[src/rtl/issue_scheduler_pkg.sv]
// Shared types for the issue stage: scheduler FSM states, fetch entries, register helpers.
// Latency: n/a (types and a pure combinational helper only).
// Backpressure: n/a.
package issue_scheduler_pkg;

    // RUN issues normally, DRAIN waits for the pipe to empty ahead of a serializing
    // instruction, SER_WAIT holds everything behind an in-flight serializing instruction.
    typedef enum logic [1:0] {
        RUN      = 2'd0,
        DRAIN    = 2'd1,
        SER_WAIT = 2'd2
    } sched_state_t;

    typedef struct packed {
        logic [31:0] instr;
        logic [31:0] pc;
    } fetch_entry_t;

    localparam logic [4:0] REG_ZERO = 5'd0;

    // A register operand is blocked when it is used, is not x0, and has a pending write.
    function automatic logic reg_pending(input logic [31:0] sb,
                                         input logic        used,
                                         input logic [4:0]  idx);
        return used && (idx != REG_ZERO) && sb[idx];
    endfunction

endpackage

[src/rtl/issue_scheduler_instr_fifo.sv]
// Small instruction FIFO holding fetched {instr, pc} entries for the issue stage.
// Latency: 1 cycle push-to-head; head is presented combinationally from storage.
// Backpressure: caller must not push when full; flush empties it at the next edge.
module instr_fifo
    import issue_scheduler_pkg::*;
#(
    parameter int DEPTH = 2,
    localparam int AW = (DEPTH > 1) ? $clog2(DEPTH) : 1,
    localparam int CW = $clog2(DEPTH + 1)
) (
    input  logic          clk_i,
    input  logic          rst_i,
    input  logic          push_i,
    input  fetch_entry_t  push_dat_i,
    input  logic          pop_i,
    input  logic          flush_i,
    output fetch_entry_t  head_dat_o,
    output logic          full_o,
    output logic          empty_o,
    output logic [CW-1:0] count_o
);

    fetch_entry_t  mem_q [DEPTH];
    logic [AW-1:0] wr_ptr_q, wr_ptr_d;
    logic [AW-1:0] rd_ptr_q, rd_ptr_d;
    logic [CW-1:0] count_q, count_d;

    // Pointer and occupancy update; DEPTH is a power of two so pointers wrap naturally.
    always_comb begin
        wr_ptr_d = wr_ptr_q;
        rd_ptr_d = rd_ptr_q;
        count_d  = count_q;
        if (flush_i) begin
            wr_ptr_d = '0;
            rd_ptr_d = '0;
            count_d  = '0;
        end else begin
            if (push_i) wr_ptr_d = wr_ptr_q + 1'b1;
            if (pop_i)  rd_ptr_d = rd_ptr_q + 1'b1;
            case ({push_i, pop_i})
                2'b10:   count_d = count_q + 1'b1;
                2'b01:   count_d = count_q - 1'b1;
                default: count_d = count_q;
            endcase
        end
    end

    // Control state, dropped immediately on reset.
    always_ff @(posedge clk_i or posedge rst_i) begin
        if (rst_i) begin
            wr_ptr_q <= '0;
            rd_ptr_q <= '0;
            count_q  <= '0;
        end else begin
            wr_ptr_q <= wr_ptr_d;
            rd_ptr_q <= rd_ptr_d;
            count_q  <= count_d;
        end
    end

    // Entry storage; contents are only meaningful while counted, so no reset.
    always_ff @(posedge clk_i) begin
        if (push_i && !flush_i) mem_q[wr_ptr_q] <= push_dat_i;
    end

    assign head_dat_o = mem_q[rd_ptr_q];
    assign full_o     = (count_q == CW'(DEPTH));
    assign empty_o    = (count_q == '0);
    assign count_o    = count_q;

endmodule

[src/rtl/issue_scheduler.sv]
// Issue stage: buffers fetch, checks decoded registers against a scoreboard, issues one per cycle.
// Latency: an instruction can issue the cycle after it is pushed; writeback unblocks one cycle later.
// Backpressure: fetch_ready_o from registered FIFO count; issue_valid_o is a re-evaluated request.
module issue_scheduler
    import issue_scheduler_pkg::*;
#(
    parameter int DEPTH           = 2,
    parameter int MAX_OUTSTANDING = 4
) (
    input  logic        clk_i,
    input  logic        rst_i,
    input  logic        fetch_valid_i,
    output logic        fetch_ready_o,
    input  logic [31:0] fetch_instr_i,
    input  logic [31:0] fetch_pc_i,
    input  logic        flush_i,
    output logic        dec_valid_o,
    output logic [31:0] dec_instr_o,
    output logic [31:0] dec_pc_o,
    input  logic [4:0]  dec_rs1_i,
    input  logic [4:0]  dec_rs2_i,
    input  logic [4:0]  dec_rd_i,
    input  logic        dec_rs1_v_i,
    input  logic        dec_rs2_v_i,
    input  logic        dec_rd_v_i,
    input  logic        dec_serialize_i,
    output logic        issue_valid_o,
    input  logic        issue_ready_i,
    output logic [31:0] issue_instr_o,
    output logic [31:0] issue_pc_o,
    input  logic        wb_valid_i,
    input  logic        wb_rd_v_i,
    input  logic [4:0]  wb_rd_i,
    output logic        hazard_o,
    output logic        busy_o
);

    localparam int CW = $clog2(DEPTH + 1);
    localparam int OW = $clog2(MAX_OUTSTANDING + 1);

    fetch_entry_t  fifo_head;
    fetch_entry_t  fifo_in;
    logic          fifo_full;
    logic          fifo_empty;
    logic [CW-1:0] fifo_count;
    logic          fifo_push;

    logic [31:0]   sb_q, sb_d;
    logic [OW-1:0] out_q, out_d;
    sched_state_t  state_q, state_d;

    logic          hazard;
    logic          permit;
    logic          issue_hs;

    // ------------------------------------------------------------------
    // Instruction buffer
    // ------------------------------------------------------------------
    assign fetch_ready_o = (fifo_count < CW'(DEPTH));
    assign fifo_push     = fetch_valid_i && fetch_ready_o && !flush_i;
    assign fifo_in       = '{instr: fetch_instr_i, pc: fetch_pc_i};

    instr_fifo #(
        .DEPTH (DEPTH)
    ) u_fifo (
        .clk_i      (clk_i),
        .rst_i      (rst_i),
        .push_i     (fifo_push),
        .push_dat_i (fifo_in),
        .pop_i      (issue_hs),
        .flush_i    (flush_i),
        .head_dat_o (fifo_head),
        .full_o     (fifo_full),
        .empty_o    (fifo_empty),
        .count_o    (fifo_count)
    );

    assign dec_valid_o   = !fifo_empty;
    assign dec_instr_o   = fifo_head.instr;
    assign dec_pc_o      = fifo_head.pc;
    assign issue_instr_o = fifo_head.instr;
    assign issue_pc_o    = fifo_head.pc;

    // ------------------------------------------------------------------
    // Issue decision
    // ------------------------------------------------------------------
    // RAW on both sources plus WAW on the destination, all against registered state,
    // so a writeback landing this cycle only unblocks the head on the next one.
    assign hazard = reg_pending(sb_q, dec_rs1_v_i, dec_rs1_i)
                  | reg_pending(sb_q, dec_rs2_v_i, dec_rs2_i)
                  | reg_pending(sb_q, dec_rd_v_i,  dec_rd_i);

    // Only RUN may issue; a serializing head additionally needs an empty pipeline.
    assign permit = (state_q == RUN) && (!dec_serialize_i || (out_q == '0));

    assign issue_valid_o = dec_valid_o && !hazard && !flush_i
                         && (out_q < OW'(MAX_OUTSTANDING)) && permit;
    assign issue_hs      = issue_valid_o && issue_ready_i;

    assign hazard_o = dec_valid_o && hazard;
    assign busy_o   = !fifo_empty || (out_q != '0);

    // ------------------------------------------------------------------
    // Scoreboard and outstanding count
    // ------------------------------------------------------------------
    // Set on issue, clear on writeback; x0 is never tracked. The WAW check keeps
    // set and clear from ever targeting the same index in one cycle.
    always_comb begin
        sb_d = sb_q;
        if (issue_hs && dec_rd_v_i && (dec_rd_i != REG_ZERO)) sb_d[dec_rd_i] = 1'b1;
        if (wb_valid_i && wb_rd_v_i && (wb_rd_i != REG_ZERO)) sb_d[wb_rd_i] = 1'b0;
    end

    // Issued-but-not-written-back count; issue and writeback together cancel out.
    always_comb begin
        out_d = out_q;
        if (issue_hs && !wb_valid_i)      out_d = out_q + 1'b1;
        else if (!issue_hs && wb_valid_i) out_d = out_q - 1'b1;
    end

    // ------------------------------------------------------------------
    // Serialization FSM
    // ------------------------------------------------------------------
    // Next state: a serializing head behind older work parks in DRAIN; once it issues
    // we sit in SER_WAIT until it retires. Flush rescues DRAIN but not SER_WAIT, since
    // the serializing instruction is already in execute.
    always_comb begin
        state_d = state_q;
        case (state_q)
            RUN: begin
                if (dec_valid_o && dec_serialize_i) begin
                    if (issue_hs)                        state_d = SER_WAIT;
                    else if (out_q != '0 && !flush_i)    state_d = DRAIN;
                end
            end
            DRAIN: begin
                if (flush_i || (out_q == '0))            state_d = RUN;
            end
            SER_WAIT: begin
                if (out_q == '0)                         state_d = RUN;
            end
            default: state_d = RUN;
        endcase
    end

    // Register update for scoreboard, counter and FSM.
    always_ff @(posedge clk_i or posedge rst_i) begin
        if (rst_i) begin
            sb_q    <= '0;
            out_q   <= '0;
            state_q <= RUN;
        end else begin
            sb_q    <= sb_d;
            out_q   <= out_d;
            state_q <= state_d;
        end
    end

    // A writeback with nothing outstanding means execute and issue disagree.
    a_wb_needs_outstanding: assert property (
        @(posedge clk_i) disable iff (rst_i) wb_valid_i |-> (out_q != '0));

    // The full flag and the count must describe the same occupancy.
    a_full_matches_count: assert property (
        @(posedge clk_i) disable iff (rst_i) fifo_full == (fifo_count == CW'(DEPTH)));

endmodule

[config.mk]
export PLATFORM = sky130hd
export DESIGN_NAME = issue_scheduler
export DESIGN_NICKNAME = d
export VERILOG_FILES = /design/src/rtl/issue_scheduler_pkg.sv /design/src/rtl/issue_scheduler_instr_fifo.sv /design/src/rtl/issue_scheduler.sv
export SDC_FILE = /design/constraint.sdc
export NUM_CORES = 1
export LEC_CHECK = 0
export ABC_AREA = 1
export BUFFER_PORTS_ARGS = -buffer_cell sky130_fd_sc_hd__buf_2
export CORE_MARGIN = 2
export CORE_UTILIZATION = 46
export DETAILED_ROUTE_END_ITERATION = 10
export HOLD_SLACK_MARGIN = 0.12
export PLACE_DENSITY = 0.77
export SLEW_MARGIN = 30
export SYNTH_ARGS = -nofsm -noshare
export SYNTH_HDL_FRONTEND = slang
export SYNTH_SLANG_ARGS = --single-unit
export TNS_END_PERCENT = 1
[constraint.sdc]
create_clock -name clk_i -period 5.4 [get_ports clk_i]
set_input_delay 0.81 -clock clk_i [delete_from_list [all_inputs] [get_ports clk_i]]
set_output_delay 0.81 -clock clk_i [all_outputs]
set_load 0.02 [all_outputs]
==> results.md, run 1 <==
Setup path:
- The startpoint identified for the worst register-to-register timing path is sb_q[8].
- The endpoint identified for the worst register-to-register timing path is out_q[2].
- STA puts the critical path data arrival time at 2.60 ns.
- For the worst flop-to-flop path, the logic depth is 19.
- The critical path is of the in -> out type.
- STA classifies the critical path endpoint as an output port.
- The origin of the worst setup path is dec_rd_i[0].
- The data required time of the critical path is 4.59 ns.
- The termination of the worst setup path is issue_valid_o.
- In this run the register-to-register setup slack is 2.59 ns.
- The highest fanout seen on the critical path is 20.
- The startpoint type of the worst setup path is an input pin.

Clock network:
- The number of sinks handled by clock tree synthesis is 169.
- The CTS tree is built.
- The root cell of the clock tree is sky130_fd_sc_hd__clkbuf_16.
- Once the clock tree was built, the setup fixing pass inserted 0 buffers.
- The register clock-pin slew on the reported worst setup and hold paths is 0.07 ns.
- The H-tree level count is 4.
- The total clock buffers created by CTS is 17.
- The count of instances resized after the clock tree is built is 0.
- The source-to-sink clock delay at the later pin of the worst-skew pair is 0.43 ns.
- No sink is reached through more buffers than the 2 on the longest clock path.
- After clock tree synthesis, the flow added hold-fix buffers numbering 0.

Drt:
- The routed layout has 6855 vias.
- The first TritonRoute pass finished after 5 iterations.
- The residual antenna-violating net count after detailed routing is 0.
- The post-detailed-route via-to-cell ratio is 5.01.
- In the routed design, unresolved DRC markers number 0.
- The routed wire length is 22000 um.
- The violation count after the first detailed-route iteration is 403.
- The average wire length per cell after detail routing is 16.1 um.

Placement:
- Once placement completed, the tool counted placed cells totaling 1330.
- The global placer's final weighted congestion is 0.881.
- After legalization and detailed placement, the total HPWL measured 16000 um.
- The count of port buffers added during placement is 227.

Synthesis:
- The synthesized netlist contains 31 unique library cells.
- Yosys printed 0 warnings.
- The number of flops mapped to enable cells by yosys is 128.
- The synthesized net count is 1062.
- The fraction of synthesized cell area in xor and xnor cells is 0.00207.
- The area share of fa/ha/maj cells after synthesis is 0.00384.
- The post-synthesis sequential area ratio is 0.575.
- Synthesis inferred 169 register bits.
- Averaged over all synthesized cells, the footprint is 8.77 um2.
- After synthesis, the share of flip-flops with an asynchronous set or reset is 0.243.
- The mapped netlist covers 8460 um2.
- The fraction of the mapped netlist area in compound gates is 0.0455.
- The portion of synthesized area spent on multiplexers is 0.00133.
- The most used flip-flop cell after synthesis is sky130_fd_sc_hd__edfxtp_1.
- The largest family of logic cells by synthesized area is simple AND/OR/NAND/NOR gates.
- The synthesized instance count is 965.
- Of the total synthesized cell area, the portion taken by AND, OR, NAND and NOR gates is 0.255.

Job:
- The max capacitance violation total is 0.

Global routing:
- Across every metal layer, demand over resource in global routing totals 0.225.
- The via count of the first global-routing pass is 6383.
- Entering global routing, the biggest net connects 65 pins.
- The first global-routing pass estimated 33900 um of wire.
- The global-route met2 utilization is 0.369.
- Global routing finished with a remaining overflow of 0.
- The met1 track demand over resource is 0.289.
- In the global route stage, met3 resource usage came out at 0.0530.
- The global-route layer with the greatest usage is met2.
- The number of antenna violations at the first check in global routing came to 6.

STA:
- The fraction of the cycle the final worst path needs is 0.631.
- The final setup violation count is 0.
- The actual slew at the worst max-slew pin is 0.778 ns.
- The number of hold violations in the final report is 0.
- The minimum clock period after layout is 3.41 ns.
- Headroom to the max-slew limit came out at 0.481.
- Hold timing on the final database bottoms out at a slack of 0.385 ns.
- The highest clock frequency the design can meet is 0.293 GHz.
- The worst setup skew after layout is 0.0119 ns.
- The number of pins exceeding their max-slew limit in the final report is 0.
- Setup repair after global routing left no endpoint under its margin.
- The setup TNS is 0 ns.

Finish:
- After the last flow step, the layout net total stands at 1218.
- The area taken by flip-flops and latches is 4870 um2.
- In the final layout, the share of cells above drive strength 1 is 0.250.
- The number of fill cells is 1582.
- The finished layout holds 1367 standard cells, fillers aside.
- The area growth from synthesis to layout is 17.4%.
- The area used by multi-input combinational logic is 2620 um2.

Min path:
- The class of the tightest hold or removal check is reg -> reg.

Floorplanning:
- The floorplan step defined a die boundary enclosing 19500 um2.
- From bottom edge to top edge, the die measures 140 um.
- In this run the count of I/O pins placed on the die edge is 228.
- The starting density of the core is 0.470.
- The core area is 18000 um2.
- The floorplan has 49 rows.
- The width of the die is 140 um.

Power and ir drop:
- In this run the power density over the cells is 355 nW/um2.
- The leakage power summed over all cells is 4.63 nW.
- Across the VDD grid, the largest voltage drop is 0.256 mV.

Status:
- The flow ran to the end, and the final reports show no timing, DRC or antenna violations.
==> per-layer routing <==
metal / vias up / part of all wire / wire length (um)
met5: - / 0.0015 / 32
met3: 36 / 0.072 / 1590
li1: 3359 / - / -
met2: 309 / 0.50 / 10900
met4: 4 / 0.021 / 465
met1: 3147 / 0.41 / 9010
==> cells by family (layout without fill, tap and decap cells) <==
logic type	after synthesis	count (layout)
AOI/OAI and AO/OA	65	65
xor gates and xnor gates	2	2
adders and majority gates	2	2
buffers and inverters	186	355
DFF	169	169
muxes	1	1
other	0	4
and+or+nand+nor	540	540
==> per-stage QoR <==
| stage | utilization | power [W] | area (um2) | setup slack [ns] |
|---|---|---|---|---|
| floorplan | - | 0.00212 | 8460 | 1.18 |
| global placement | 0.515 | 0.00231 | 9290 | 1.79 |
| detailed placement | 0.515 | 0.00233 | 9290 | 1.69 |
| CTS | 0.549 | 0.00356 | 9900 | 2.00 |
| global route | 0.551 | 0.00370 | 9940 | 1.65 |
| finish | 0.551 | 0.00353 | 9940 | 1.99 |
==> synthesized netlist by cell type (6+ instances only) <==
master,number,area share
sky130_fd_sc_hd__a21oi_1,31,0.018
sky130_fd_sc_hd__buf_2,9,0.0053
sky130_fd_sc_hd__buf_4,67,0.059
sky130_fd_sc_hd__clkbuf_1,13,0.0058
sky130_fd_sc_hd__dfrtp_1,41,0.12
sky130_fd_sc_hd__edfxtp_1,128,0.45
sky130_fd_sc_hd__inv_1,88,0.039
sky130_fd_sc_hd__nand2_1,369,0.16
sky130_fd_sc_hd__nand3_1,45,0.027
sky130_fd_sc_hd__nor2_1,92,0.041
sky130_fd_sc_hd__nor3_1,24,0.014
sky130_fd_sc_hd__o211ai_1,6,0.0053
sky130_fd_sc_hd__o21ai_0,18,0.011
==> cell usage in the layout, fill, tap and decap left out, types with 2 or more instances in the layout <==
cell type	count
sky130_fd_sc_hd__nand2_1	369
sky130_fd_sc_hd__buf_2	227
sky130_fd_sc_hd__edfxtp_1	128
sky130_fd_sc_hd__nor2_1	90
sky130_fd_sc_hd__inv_1	87
sky130_fd_sc_hd__nand3_1	45
sky130_fd_sc_hd__dfrtp_1	40
sky130_fd_sc_hd__a21oi_1	31
sky130_fd_sc_hd__nor3_1	24
sky130_fd_sc_hd__o21ai_0	18
sky130_fd_sc_hd__clkbuf_16	17
sky130_fd_sc_hd__o211ai_1	6
sky130_fd_sc_hd__a21boi_2	5
sky130_fd_sc_hd__inv_8	5
sky130_fd_sc_hd__clkinv_8	5
sky130_fd_sc_hd__buf_4	5
sky130_fd_sc_hd__diode_2	4
sky130_fd_sc_hd__nor2_4	4
sky130_fd_sc_hd__nand4_1	3
sky130_fd_sc_hd__o21bai_1	2
sky130_fd_sc_hd__a21boi_0	2
sky130_fd_sc_hd__inv_2	2
sky130_fd_sc_hd__xnor2_1	2
sky130_fd_sc_hd__inv_6	2
==> critical path: stages <==
cell                      delay (ns)
sky130_fd_sc_hd__buf_2          0.28
sky130_fd_sc_hd__inv_2          0.07
sky130_fd_sc_hd__nand2_1        0.34
sky130_fd_sc_hd__nor2_1         0.08
sky130_fd_sc_hd__nor2_1         0.09
sky130_fd_sc_hd__nand2_1        0.06
sky130_fd_sc_hd__nand2_1        0.05
sky130_fd_sc_hd__nand2_1        0.05
sky130_fd_sc_hd__nor2_1         0.08
sky130_fd_sc_hd__nand2_1        0.08
sky130_fd_sc_hd__nand2_1        0.12
sky130_fd_sc_hd__nand3_2        0.12
sky130_fd_sc_hd__nor2_4         0.15
sky130_fd_sc_hd__buf_2          0.22
==> state kept, by name (all words and copies together), names as in the netlist <==
signal and cells:
u_fifo.count_o 2, u_fifo.rd_ptr_q 1, sb_q 32, u_fifo.wr_ptr_q 1
out_q 3, u_fifo.mem_q 128, state_q 2
==> how the worst min path moves through the flow <==
stage                     slack, ns  startpoint  endpoint  cells past startpoint
after floorplan                0.43     sb_q[0]   sb_q[0]                      1
after detailed placement       0.37     sb_q[0]   sb_q[0]                      0
after CTS                      0.39     sb_q[0]   sb_q[0]                      0
final                          0.38     sb_q[0]   sb_q[0]                      0
after global routing           0.41     sb_q[0]   sb_q[0]                      0
after global placement         0.37     sb_q[0]   sb_q[0]                      0
==> power breakdown <==
part	internal, W	leakage (nW)	switching [W]
combinational	0.000218	2.70	0.000490
clock	0.000633	0.295	0.000592
sequential	0.00154	1.63	0.0000638
==> final cells by class <==
cell class                 count  area share
antenna                        4     0.00101
sequential                   169       0.490
multi-input combinational    610       0.263
tap                          229      0.0288
timing repair buffer         233       0.121
clock inverter                15      0.0189
inverter                      90      0.0341
clock buffer                  17      0.0428
Power figures use the tool's default switching activity.
==> run 2: changes to the inputs <==
- PLACE_DENSITY: 0.77 -> 0.8
- clock period: 5.4 -> 2.8 ns (I/O delays scaled with it)
==> run 2 against run 1 <==
Sequential power is 93% higher. Design area increased by 2.9%. Routed wire length rose by 0.49%. Register-to-register slack worse by 2.4 ns. Global-route usage shrank 0.24 points. Clock skew decreased by 0.00087 ns. Sequential share of layout area is 1.4 points lower.
==> results.md, run 2 (synthesized netlist as in run 1, its figures left out) <==
Status:
- The flow ran to the end, and the final reports show no timing, DRC or antenna violations.

Clock network:
- The register clock-pin slew on the reported worst setup and hold paths is 0.07 ns.
- At the later pin of the worst-skew pair, clock insertion delay measures 0.43 ns.
- The clock passes through at most 2 buffers.
- For this design, the sink count on the clock tree is 169.
- The count of instances resized after the clock tree is built is 0.
- The tree is rooted in a sky130_fd_sc_hd__clkbuf_16.
- The H-tree was split into 4 levels.
- The CTS tree is built.
- The total clock buffers created by CTS is 17.

Finish:
- The commonest non-fill, non-tap cell in the layout is sky130_fd_sc_hd__nand2_1.
- The share of the core filled with cells is 0.568.
- The multi-input combinational cells in the finished layout cover a total of 2620 um2.
- Counting the fill cells in the layout gives 1569.
- The flip-flop count of the largest register, all copies and words added is 128.
- The share of layout cells above drive strength 1 is 0.269.
- The largest registers in the layout are u_fifo.mem_q: 128 flops, sb_q: 32 flops, out_q: 3 flops.
- The top cell types in the final layout, fill and taps aside, are 369 x sky130_fd_sc_hd__nand2_1, 227 x sky130_fd_sc_hd__buf_2, 128 x sky130_fd_sc_hd__edfxtp_1, 90 x sky130_fd_sc_hd__nor2_1, 87 x sky130_fd_sc_hd__inv_1.
- The area taken by flip-flops and latches is 4870 um2.
- The area growth from synthesis to layout is 20.9%.
- The register with the most flip-flops is u_fifo.mem_q.
- The number of non-filler instances in the completed layout is 1396.
- The final layout contains 1248 nets.

Drt:
- The DRC violation count after routing is 0.
- Detailed routing placed a total of 1910 um of wire on met3.
- In this run, the number of DRC markers left after iteration 0 of detailed routing was 445.
- Before antenna repair, the detailed router went through 5 iterations.
- The routed length on met1 is 8730 um.
- The residual antenna-violating net count after detailed routing is 0.
- The highest routing layer actually used is met5.
- The routed design has 22100 um of wire.
- Dividing the detail-routed via count by the number of cells gives 5.07.
- Summed over all nets, wire length on met2 after detailed routing comes to 10800 um.
- The total vias in the final route is 7082.
- The average wire length per cell after detail routing is 15.8 um.

Global routing:
- The first global-routing pass estimated 34000 um of wire.
- The number of antenna violations at the first check in global routing is 4.
- The via count of the first global-routing pass came to 6653.
- The total routing resource utilization after global routing is 0.222.
- Global routing finished with a remaining overflow of 0.
- The pin count of the biggest net entering global routing is 65.

Placement:
- The global placer's final weighted congestion is 0.974.
- The placed wire-length estimate after detailed placement is 16100 um.
- The count of buffers added on input and output ports is 227.
- The count of placed standard cells including taps is 1360.

Job:
- The max capacitance violation total is 0.

Setup path:
- Grouping stages by cell kind, the critical path spends the most delay in simple AND/OR/NAND/NOR gates.
- The slowest stage cell on the critical path is sky130_fd_sc_hd__fa_1.
- The critical path goes through inv_1 -> nand2_1 -> nand3_1 -> nand2_1 -> nand2_1 -> nand2_1 -> nor2_1 -> nand2_1 -> nand3_1 -> nand3_2 -> nor2_4 -> nand2_4 -> inv_1 -> ha_1 -> inv_1 -> fa_1 -> a21oi_1 -> o21ai_0 -> xnor2_1.
- The critical path buffer and inverter count is 3.
- The cell with the most instances on the worst path is sky130_fd_sc_hd__nand2_1.
- The startpoint type of the worst setup path is a flip-flop.
- STA puts the critical path data required time at 3.11 ns.
- The highest fanout seen on the critical path is 4.
- The category of the critical setup timing path is reg -> reg.
- The signal arrival time at the worst endpoint is 2.94 ns.
- On the worst path, the slowest cell contributes a delay of 0.38 ns.
- STA classifies the critical path endpoint as a flip-flop.

Power and ir drop:
- The total power per unit cell area is 677 nW/um2.
- Of the total power, the share spent switching nets is 0.318.
- The completed layout was analyzed and its total power is 0.00692 W.
- The share of total power dissipated in sequential elements is 0.446.
- Of the total power, combinational logic draws 0.204.
- The power share of the clock group is 0.350.
- The leakage power summed over all cells is 4.79 nW.
- The internal power component is 0.00472 W.
- The worst-case IR drop observed on VDD is 0.446 mV.
- The analysis attributes to net switching a power of 0.00220 W.

Floorplanning:
- The number of I/O pins is 228.
- The floorplan step defined a die boundary enclosing 19500 um2.
- The vertical die dimension is 140 um.
- The core area is 18000 um2.
- The starting density of the core is 0.470.
- In this run the core area contains 49 standard-cell rows.
- In this run the horizontal extent of the chip is 140 um.

STA:
- The clock period could shrink to 2.63 ns.
- The fraction of the cycle the final worst path needs is 0.940.
- Setup repair after global routing left no endpoint under its margin.
- The worst slew margin relative to its limit is 0.642.
- The actual slew at the worst max-slew pin is 0.537 ns.
- Derived from the worst setup path, the maximum achievable clock frequency is 0.380 GHz.
- The clock arrives with 0.0110 ns of skew.
- The worst hold slack is 0.107 ns.
- The number of hold violations in the final report came to 0.
- Setup violations remaining at the end of the flow were counted as 0.
- Summed over all failing endpoints, the final setup total negative slack is 0 ns.
- The number of pins exceeding their max-slew limit in the final report is 0.

Min path:
- The class of the tightest hold or removal check is in -> async.
run 2: changes by cell type in the layout (fill, tap and decap cells not counted):
cell	delta
sky130_fd_sc_hd__clkinv_2	-1
sky130_fd_sc_hd__bufinv_16	+1
sky130_fd_sc_hd__inv_12	-1
sky130_fd_sc_hd__buf_16	-1
sky130_fd_sc_hd__diode_2	-1
sky130_fd_sc_hd__buf_4	+25
sky130_fd_sc_hd__buf_12	+6
sky130_fd_sc_hd__inv_2	+1
run 2: worst reg2reg max path: cells and delay by family, from the launching register on:
kind                       cells  cell delay [ns]
AOI/OAI and AO/OA              2             0.25
adders and majority gates      2             0.52
and+or+nand+nor               11             0.93
xor gates and xnor gates       1             0.14
buffers and inverters          3             0.32
DFF                            1             0.37
run 2: stage by stage:
stage / cell area [um2] / setup WS (ns)
after floorplan: 8470 / -0.0892
after global placement: 9590 / -0.00810
after detailed placement: 9590 / -0.0410
after CTS: 10200 / 0.157
after global routing: 10200 / 0.0199
final: 10200 / 0.168
run 2: final cells by class:
cell class                      count  share of cell area
Inverter                           90              0.0330
Timing Repair Buffer              263               0.145
Clock inverter                     15              0.0197
Multi-Input combinational cell    610               0.256
Tap cell                          229              0.0280
Sequential cell                   169               0.476
Antenna cell                        3            0.000734
Clock buffer                       17              0.0416
run 2: power by group through the flow:
stage	clock [W]	combinational (W)	sequential, W
after floorplan	0	0.000988	0.00310
after global placement	0	0.00137	0.00313
after detailed placement	0	0.00139	0.00314
after CTS	0.00246	0.00140	0.00309
after global routing	0.00257	0.00154	0.00311
final	0.00242	0.00141	0.00309
run 2: per-layer routing:
metal / vias up / track usage
met2: 369 / 0.378
met5: - / 0
li1: 3399 / -
met4: 2 / 0.0958
met3: 40 / 0.0533
met1: 3272 / 0.272
run 2: repair_timing:
| action | CTS | global route |
|---|---|---|
| endpoints found under the setup margin | 0 | 2 |
| buffers inserted | 0 | 1 |
| hold buffers | 0 | 0 |
run 2: final timing paths:
path / end / slack (ns) / start / depth (start not counted)
setup / recovery: out_q[2] / 0.17 / sb_q[25] / 19
hold reg to reg: sb_q[0] / 0.38 / sb_q[0] / 0
hold / removal: sb_q[25] / 0.11 / rst_i / 3
min in group clk_i: u_fifo.mem_q[0][62] / 0.18 / fetch_instr_i[30] / 1
max in group asynchronous: u_fifo.rd_ptr_q / 2.30 / rst_i / 3
setup reg to reg: out_q[2] / 0.17 / sb_q[25] / 19
